File: src/rtl/pb_disp_pkg.sv
// Shared types for the packet-builder task dispatcher.
//   pb_task_t    : 96-bit build-task descriptor forwarded to a builder's config inputs
//   eng_state_e  : per-builder engine state
//   DEFAULT_TIMEOUT_CYCLES : default watchdog limit (used only with PB_DISP_TIMEOUT_EN)
package pb_disp_pkg;

  localparam int unsigned DEFAULT_TIMEOUT_CYCLES = 1024;

  typedef struct packed {
    logic [31:0] addr_in;
    logic [3:0]  byte_cnt;
    logic [3:0]  pkt_type;
    logic        ecc_en;
    logic        crc_en;
    logic [1:0]  ins_ecc_err;
    logic        ins_crc_err;
    logic [3:0]  ecc_val;
    logic [7:0]  crc_val;
    logic [2:0]  sop_val;
    logic [3:0]  data_sel;
    logic [31:0] addr_out;
  } pb_task_t;

  typedef enum logic [2:0] {
    ENG_IDLE,
    ENG_START,
    ENG_WAIT_BUSY,
    ENG_RUN,
    ENG_DONE
  } eng_state_e;

endpackage

File: src/rtl/pb_disp_engine.sv
// One builder engine: latches a task, pulses start, tracks the builder's busy/irq
// and parks in DONE until the dispatcher consumes the completion.
// Optional watchdog enabled by macro PB_DISP_TIMEOUT_EN.
// Ports:
//   clk, reset       : clock, asynchronous active-low reset
//   accept_i         : task transfer into this engine (only honoured in IDLE)
//   task_i           : task descriptor
//   busy_i, irq_i    : builder status
//   ack_i            : completion consumed (only honoured in DONE)
//   cfg_o, start_o   : builder config and start pulse
//   idle_o, done_o   : engine is IDLE / DONE
//   timeout_o        : DONE was reached through the watchdog
module pb_disp_engine
  import pb_disp_pkg::*;
#(
  parameter int unsigned TIMEOUT_CYCLES = DEFAULT_TIMEOUT_CYCLES
) (
  input  logic     clk,
  input  logic     reset,
  input  logic     accept_i,
  input  pb_task_t task_i,
  input  logic     busy_i,
  input  logic     irq_i,
  input  logic     ack_i,
  output pb_task_t cfg_o,
  output logic     start_o,
  output logic     idle_o,
  output logic     done_o,
  output logic     timeout_o
);

  if (TIMEOUT_CYCLES < 16 || TIMEOUT_CYCLES > 65535) begin : g_bad_timeout
    $error("pb_disp_engine: TIMEOUT_CYCLES must lie in 16..65535");
  end

  eng_state_e state_q, state_d;
  pb_task_t   cfg_q, cfg_d;
  logic       timeout_hit;

  // State register
  always_ff @(posedge clk or negedge reset) begin
    if (!reset) begin
      state_q <= ENG_IDLE;
      // NOTE: cfg is a plain register, not a memory; it is reset so the builder sees zeros in reset.
      cfg_q   <= '0;
    end else begin
      // NOTE: non-blocking assignments so every flop samples the pre-edge values.
      state_q <= state_d;
      cfg_q   <= cfg_d;
    end
  end

  // Next-state logic; busy/irq only matter in WAIT_BUSY and RUN.
  always_comb begin
    // NOTE: defaults first so no path through the case infers a latch.
    state_d = state_q;
    cfg_d   = cfg_q;
    unique case (state_q)
      ENG_IDLE: begin
        if (accept_i) begin
          state_d = ENG_START;
          cfg_d   = task_i;
        end
      end
      ENG_START:     state_d = ENG_WAIT_BUSY;
      ENG_WAIT_BUSY: begin
        // A short job may raise irq without ever showing busy.
        if (irq_i || timeout_hit) state_d = ENG_DONE;
        else if (busy_i)          state_d = ENG_RUN;
      end
      ENG_RUN: begin
        if (irq_i || !busy_i || timeout_hit) state_d = ENG_DONE;
      end
      ENG_DONE: begin
        if (ack_i) state_d = ENG_IDLE;
      end
      default: state_d = ENG_IDLE;
    endcase
  end

  // Outputs
  always_comb begin
    start_o = (state_q == ENG_START);
    idle_o  = (state_q == ENG_IDLE);
    done_o  = (state_q == ENG_DONE);
    cfg_o   = cfg_q;
  end

`ifdef PB_DISP_TIMEOUT_EN
  localparam logic [15:0] LAST_CNT = 16'(TIMEOUT_CYCLES - 1);

  logic [15:0] cnt_q, cnt_d;
  logic        timeout_q, timeout_d;
  logic        waiting;

  always_comb begin
    waiting     = (state_q == ENG_WAIT_BUSY) || (state_q == ENG_RUN);
    cnt_d       = waiting ? cnt_q + 16'd1 : '0;
    timeout_hit = waiting && (cnt_q == LAST_CNT);
    timeout_d   = timeout_q;
    if (state_q == ENG_IDLE) begin
      timeout_d = 1'b0;
    end else if (timeout_hit && !irq_i && (state_q == ENG_WAIT_BUSY || busy_i)) begin
      // Only flag the watchdog when it, not a normal completion, causes DONE.
      timeout_d = 1'b1;
    end
  end

  always_ff @(posedge clk or negedge reset) begin
    if (!reset) begin
      cnt_q     <= '0;
      timeout_q <= 1'b0;
    end else begin
      cnt_q     <= cnt_d;
      timeout_q <= timeout_d;
    end
  end

  assign timeout_o = timeout_q;
`else
  assign timeout_hit = 1'b0;
  assign timeout_o   = 1'b0;
`endif

endmodule

File: src/rtl/pb_task_dispatcher.sv
// Dispatches build tasks to two packet builders and reports their completions.
// Optional per-engine watchdog enabled by macro PB_DISP_TIMEOUT_EN.
// Ports:
//   clk, reset                    : clock, asynchronous active-low reset
//   task_valid_i / task_ready_o   : task handshake, task_i is the descriptor
//   pbN_cfg_o, pbN_start_o        : builder config fields and start pulse
//   pbN_busy_i, pbN_irq_i         : builder status
//   done_valid_o / done_ready_i   : completion handshake
//   done_engine_o, done_timeout_o : completing engine and watchdog flag
module pb_task_dispatcher
  import pb_disp_pkg::*;
#(
  parameter int unsigned TIMEOUT_CYCLES = DEFAULT_TIMEOUT_CYCLES
) (
  input  logic     clk,
  input  logic     reset,
  input  logic     task_valid_i,
  output logic     task_ready_o,
  input  pb_task_t task_i,
  output pb_task_t pb0_cfg_o,
  output pb_task_t pb1_cfg_o,
  output logic     pb0_start_o,
  output logic     pb1_start_o,
  input  logic     pb0_busy_i,
  input  logic     pb1_busy_i,
  input  logic     pb0_irq_i,
  input  logic     pb1_irq_i,
  output logic     done_valid_o,
  input  logic     done_ready_i,
  output logic     done_engine_o,
  output logic     done_timeout_o
);

  logic [1:0] idle, done, start, busy, irq, accept, ack, timeout;
  pb_task_t   cfg [2];

  logic ready_en_q, ready_en_d;  // holds task_ready_o low until the first edge after reset
  logic pref_q, pref_d;          // engine that wins when both are IDLE
  logic lock_q, lock_d;          // a completion is being presented and not yet taken
  logic lock_sel_q, lock_sel_d;
  logic grant_sel, done_sel, any_accept;

  assign busy = {pb1_busy_i, pb0_busy_i};
  assign irq  = {pb1_irq_i, pb0_irq_i};

  for (genvar i = 0; i < 2; i++) begin : g_eng
    pb_disp_engine #(
      .TIMEOUT_CYCLES(TIMEOUT_CYCLES)
    ) u_engine (
      .clk       (clk),
      .reset     (reset),
      .accept_i  (accept[i]),
      .task_i    (task_i),
      .busy_i    (busy[i]),
      .irq_i     (irq[i]),
      .ack_i     (ack[i]),
      .cfg_o     (cfg[i]),
      .start_o   (start[i]),
      .idle_o    (idle[i]),
      .done_o    (done[i]),
      .timeout_o (timeout[i])
    );
  end

  assign pb0_cfg_o   = cfg[0];
  assign pb1_cfg_o   = cfg[1];
  assign pb0_start_o = start[0];
  assign pb1_start_o = start[1];

  // Round-robin task arbitration
  always_comb begin
    grant_sel    = (idle[0] && idle[1]) ? pref_q : !idle[0];
    task_ready_o = ready_en_q && (|idle);
    any_accept   = task_valid_i && task_ready_o;
    accept       = 2'b00;
    if (any_accept) accept[grant_sel] = 1'b1;
    pref_d       = any_accept ? !grant_sel : pref_q;
    ready_en_d   = 1'b1;
  end

  // Completion mux: engine 0 first, but a presented completion stays locked
  // until taken so done_* never change under a stalled handshake.
  always_comb begin
    done_sel       = lock_q ? lock_sel_q : (!done[0] && done[1]);
    done_valid_o   = |done;
    done_engine_o  = done_valid_o && done_sel;
    done_timeout_o = done_valid_o && timeout[done_sel];
    ack            = 2'b00;
    if (done_valid_o && done_ready_i) ack[done_sel] = 1'b1;
    lock_d         = done_valid_o && !done_ready_i;
    lock_sel_d     = done_sel;
  end

  always_ff @(posedge clk or negedge reset) begin
    if (!reset) begin
      ready_en_q <= 1'b0;
      pref_q     <= 1'b0;
      lock_q     <= 1'b0;
      lock_sel_q <= 1'b0;
    end else begin
      ready_en_q <= ready_en_d;
      pref_q     <= pref_d;
      lock_q     <= lock_d;
      lock_sel_q <= lock_sel_d;
    end
  end

endmodule

File: config.mk
export PLATFORM = sky130hd
export DESIGN_NAME = pb_task_dispatcher
export DESIGN_NICKNAME = d
export VERILOG_FILES = /design/src/rtl/pb_disp_pkg.sv /design/src/rtl/pb_disp_engine.sv /design/src/rtl/pb_task_dispatcher.sv
export SDC_FILE = /design/constraint.sdc
export NUM_CORES = 1
export LEC_CHECK = 0
export BUFFER_PORTS_ARGS = -buffer_cell sky130_fd_sc_hd__buf_2
export CORE_MARGIN = 3
export CORE_UTILIZATION = 45
export CTS_BUF_LIST = sky130_fd_sc_hd__clkbuf_4
export CTS_CLUSTER_DIAMETER = 150
export DETAILED_ROUTE_END_ITERATION = 10
export GPL_TIMING_DRIVEN = 0
export HOLD_SLACK_MARGIN = 0.02
export PLACE_DENSITY = 0.78
export SLEW_MARGIN = 25
export SYNTH_ARGS = -nofsm -noshare
export SYNTH_HDL_FRONTEND = slang
export SYNTH_HIERARCHICAL = 1
export SYNTH_SLANG_ARGS = --single-unit
export TNS_END_PERCENT = 20
File: constraint.sdc
create_clock -name clk -period 2.1 [get_ports clk]
set_input_delay 0.21 -clock clk [delete_from_list [all_inputs] [get_ports clk]]
set_output_delay 0.21 -clock clk [all_outputs]
set_load 0.02 [all_outputs]
==> run metrics <==
outcome finished, violations left; failing checks negative setup slack; largest net degree at the start of global routing 96; DRT Wirelength between 20000 and 30000 um; RSZ-0062 raised after global routing true; Net count, final 1079; share of cells above drive strength 1 between 60% and 70%; num rows 47; Mapped Area 0.00774 sq mm; Clk Latency, worst-skew pair 0.63 ns; final setup fails 12; Final WS setup -0.0341 ns; count of pins over their slew limit 0; antenna violations before repair 1; Initial Utilization 46.4%; Yosys warning count 6; placed insts about 1000; PortBufs 301; gpl congestion between 0.7 and 0.8; Logic pwr share 50.2%; drt pass-1 iters 4; Netlist cell types 29; Fmax about 470 MHz; Leakage Power approximately 6.1 nW; Worst EP arrival 2.63 ns; Clk network pwr share 15.7%; utilization after layout 74.1%; TritonCTS clock tree yes; area grow syn2layout 59.9%; Final Hold Violating Endpoints 0; vias in the first global route 6553; Pwr Total between 20 and 25 mW; most common cell after layout, fill and taps aside buf_2; first-pass GRT wire length 33300 um; crit path time final around 2.1 ns; Core ar. between 0.015 and 0.02 sq mm; clock sinks 202; Clock Tree Root clkbuf_4; HP Class in -> async; Tcrit/Tclk final 102%; post-synthesis sequential area ratio 65.3%; Psw 8.16 mW; Layout Cells excl Fill 1228; Clock Skew 0.0280 ns; Die Width roughly 140 um; CTS Buffer Depth 3; syn_nets approximately 580; peak supply drop 1.00 mV; Worst slew margin 41.2%; WS Path Type reg -> reg; GRT Residual Overflow 0; CP endpoint kind flip-flop; worst slew pin tran ~0.88 ns; Int Power 12.6 mW; CTS Buf Count 51; fillers between 900 and 1000; cell count after synthesis 473; pwr dens 1680 mW/mm^2; hpwl dp 13600 um; top_reg_cell synth dfrtp_1; most frequent cells in the layout buf_2, dfrtp_1, dlygate4sd3_1; flops & latches, synth 202; WHS around 0.21 ns; syn avg cell area ~16 sq um; die height 137 um; number of synthesized flops with an enable pin 0; via-per-instance ratio slightly above 5; WP data required 2.60 ns; clock slew at reported path FFs about 0.070 ns; Initial DRC Count 276; Clock H-tree levels 2; IO Pins 302; critical path launch point type flip-flop; worst-path maximum fanout 6; post-DR wirelength/cell 20.7 um; R2R setup slack -0.03 ns; Seq pwr share 34.1%; Max-Cap Viols 0; DR DRC count 0; switch share 39.3%; gr usage total a little under a quarter; DR vias 6213; Routed Antenna Nets 0; DIE AREA 0.0188 sq mm; async set-reset flop share out of synthesis 100%
==> cell usage after synthesis, drive strengths merged (2+ instances only) <==
library cell	n	area share [%]
nand3	2	0.13
nand2	2	0.097
dfrtp	202	65
nor3b	5	0.48
or3b	2	0.23
a21oi	6	0.39
nor2b	3	0.24
inv	6	0.29
nor4b	2	0.61
o21ai	3	0.24
nor2	5	0.24
mux2	192	28
nor3	3	0.19
buf	25	2.1
conb	3	0.15
o22ai	2	0.16
nand3b	2	0.19
==> worst paths after layout <==
| check | from | end | cells past startpoint |
|---|---|---|---|
| max in group asynchronous | reset | g_eng[0].u_engine/cfg_o[11] | 3 |
| hold / removal | reset | g_eng[0].u_engine/cfg_o[79] | 3 |
| setup reg to reg | g_eng[0].u_engine/state_q[2] | g_eng[0].u_engine/cfg_o[64] | 9 |
| setup / recovery | g_eng[0].u_engine/state_q[2] | g_eng[0].u_engine/cfg_o[64] | 9 |
| min in group clk | done_ready_i | lock_q | 3 |
| hold reg to reg | g_eng[1].u_engine/cfg_o[66] | g_eng[1].u_engine/cfg_o[66] | 1 |
==> flip-flops by register name, summed over array words and instances (netlist names) <==
| name | flops |
|---|---|
| lock_sel_q | 1 |
| pref_q | 1 |
| g_eng.u_engine/cfg_o | 192 |
| lock_q | 1 |
| g_eng.u_engine/state_q | 6 |
| ready_en_q | 1 |
==> worst max-delay path: stages, from the launching register on <==
cell,delay [ns]
dfrtp_1,0.38
buf_6,0.13
nor3_4,0.19
nand3_2,0.12
a21oi_2,0.14
nor4b_4,0.22
buf_6,0.18
buf_12,0.15
clkbuf_16,0.15
mux2_1,0.34
==> power groups by stage <==
stage               Sequential, mW  Clock, mW  Combinational (mW)
detailed placement            6.87          0                8.05
finish                        7.08       3.25                10.4
global placement              6.77          0                7.88
floorplan                     9.18          0                2.73
CTS                           6.83       3.31                8.78
global route                  7.28       3.60                10.9
==> per-stage QoR <==
step	worst slack (ns)	instance area (sq um)	TNS (ns)
after floorplan	-0.0441	7750	-1.76
after global placement	-2.55	9530	-576.96
after detailed placement	-0.605	9590	-80.81
after CTS	-0.0226	11700	-0.0380
after global routing	-0.136	12400	-10.98
final	-0.0341	12400	-0.159
==> what timing repair did <==
item | CTS | global route
buffers inserted | 26 | 9
gates cloned | 0 | 5
hold buffers | 106 | 0
hold endpoints to repair | 402 | 0
endpoints found under the setup margin | 196 | 193
pin swaps | 5 | 5
gates resized for setup | 61 | 138
==> layer usage <==
layer	GRT usage (%)	wire, um	part of all wire [%]
met3	8.01	2110	8.3
met4	8.54	817	3.2
met2	40.2	13300	52
met5	0	0	0
met1	24.5	9210	36
==> cells by family (layout without fill, tap and decap cells) <==
kind of cell | after synthesis | in the layout | synth area share [%]
DFF | 202 | 202 | 65.3
muxes | 193 | 193 | 28.1
buffers and inverters | 31 | 565 | 2.38
and+or+nand+nor | 29 | 29 | 2.83
AOI/OAI and AO/OA | 15 | 15 | 1.29
other | 3 | 4 | 0.145
==> area by class of cell <==
| type | instances | area (sq um) | area share, % |
|---|---|---|---|
| flip-flops and latches | 202 | 5060 | 40.9 |
| repair buffers | 449 | 3050 | 24.6 |
| multi-input cells | 240 | 2960 | 23.9 |
| clock buffers | 74 | 556 | 4.49 |
| plain buffers | 25 | 389 | 3.14 |
| well taps | 220 | 275 | 2.22 |
| clock inverters | 11 | 67.6 | 0.546 |
| inverters | 6 | 22.5 | 0.182 |
| diodes | 1 | 2.50 | 0.0202 |
(Power assumes the default switching activity.)
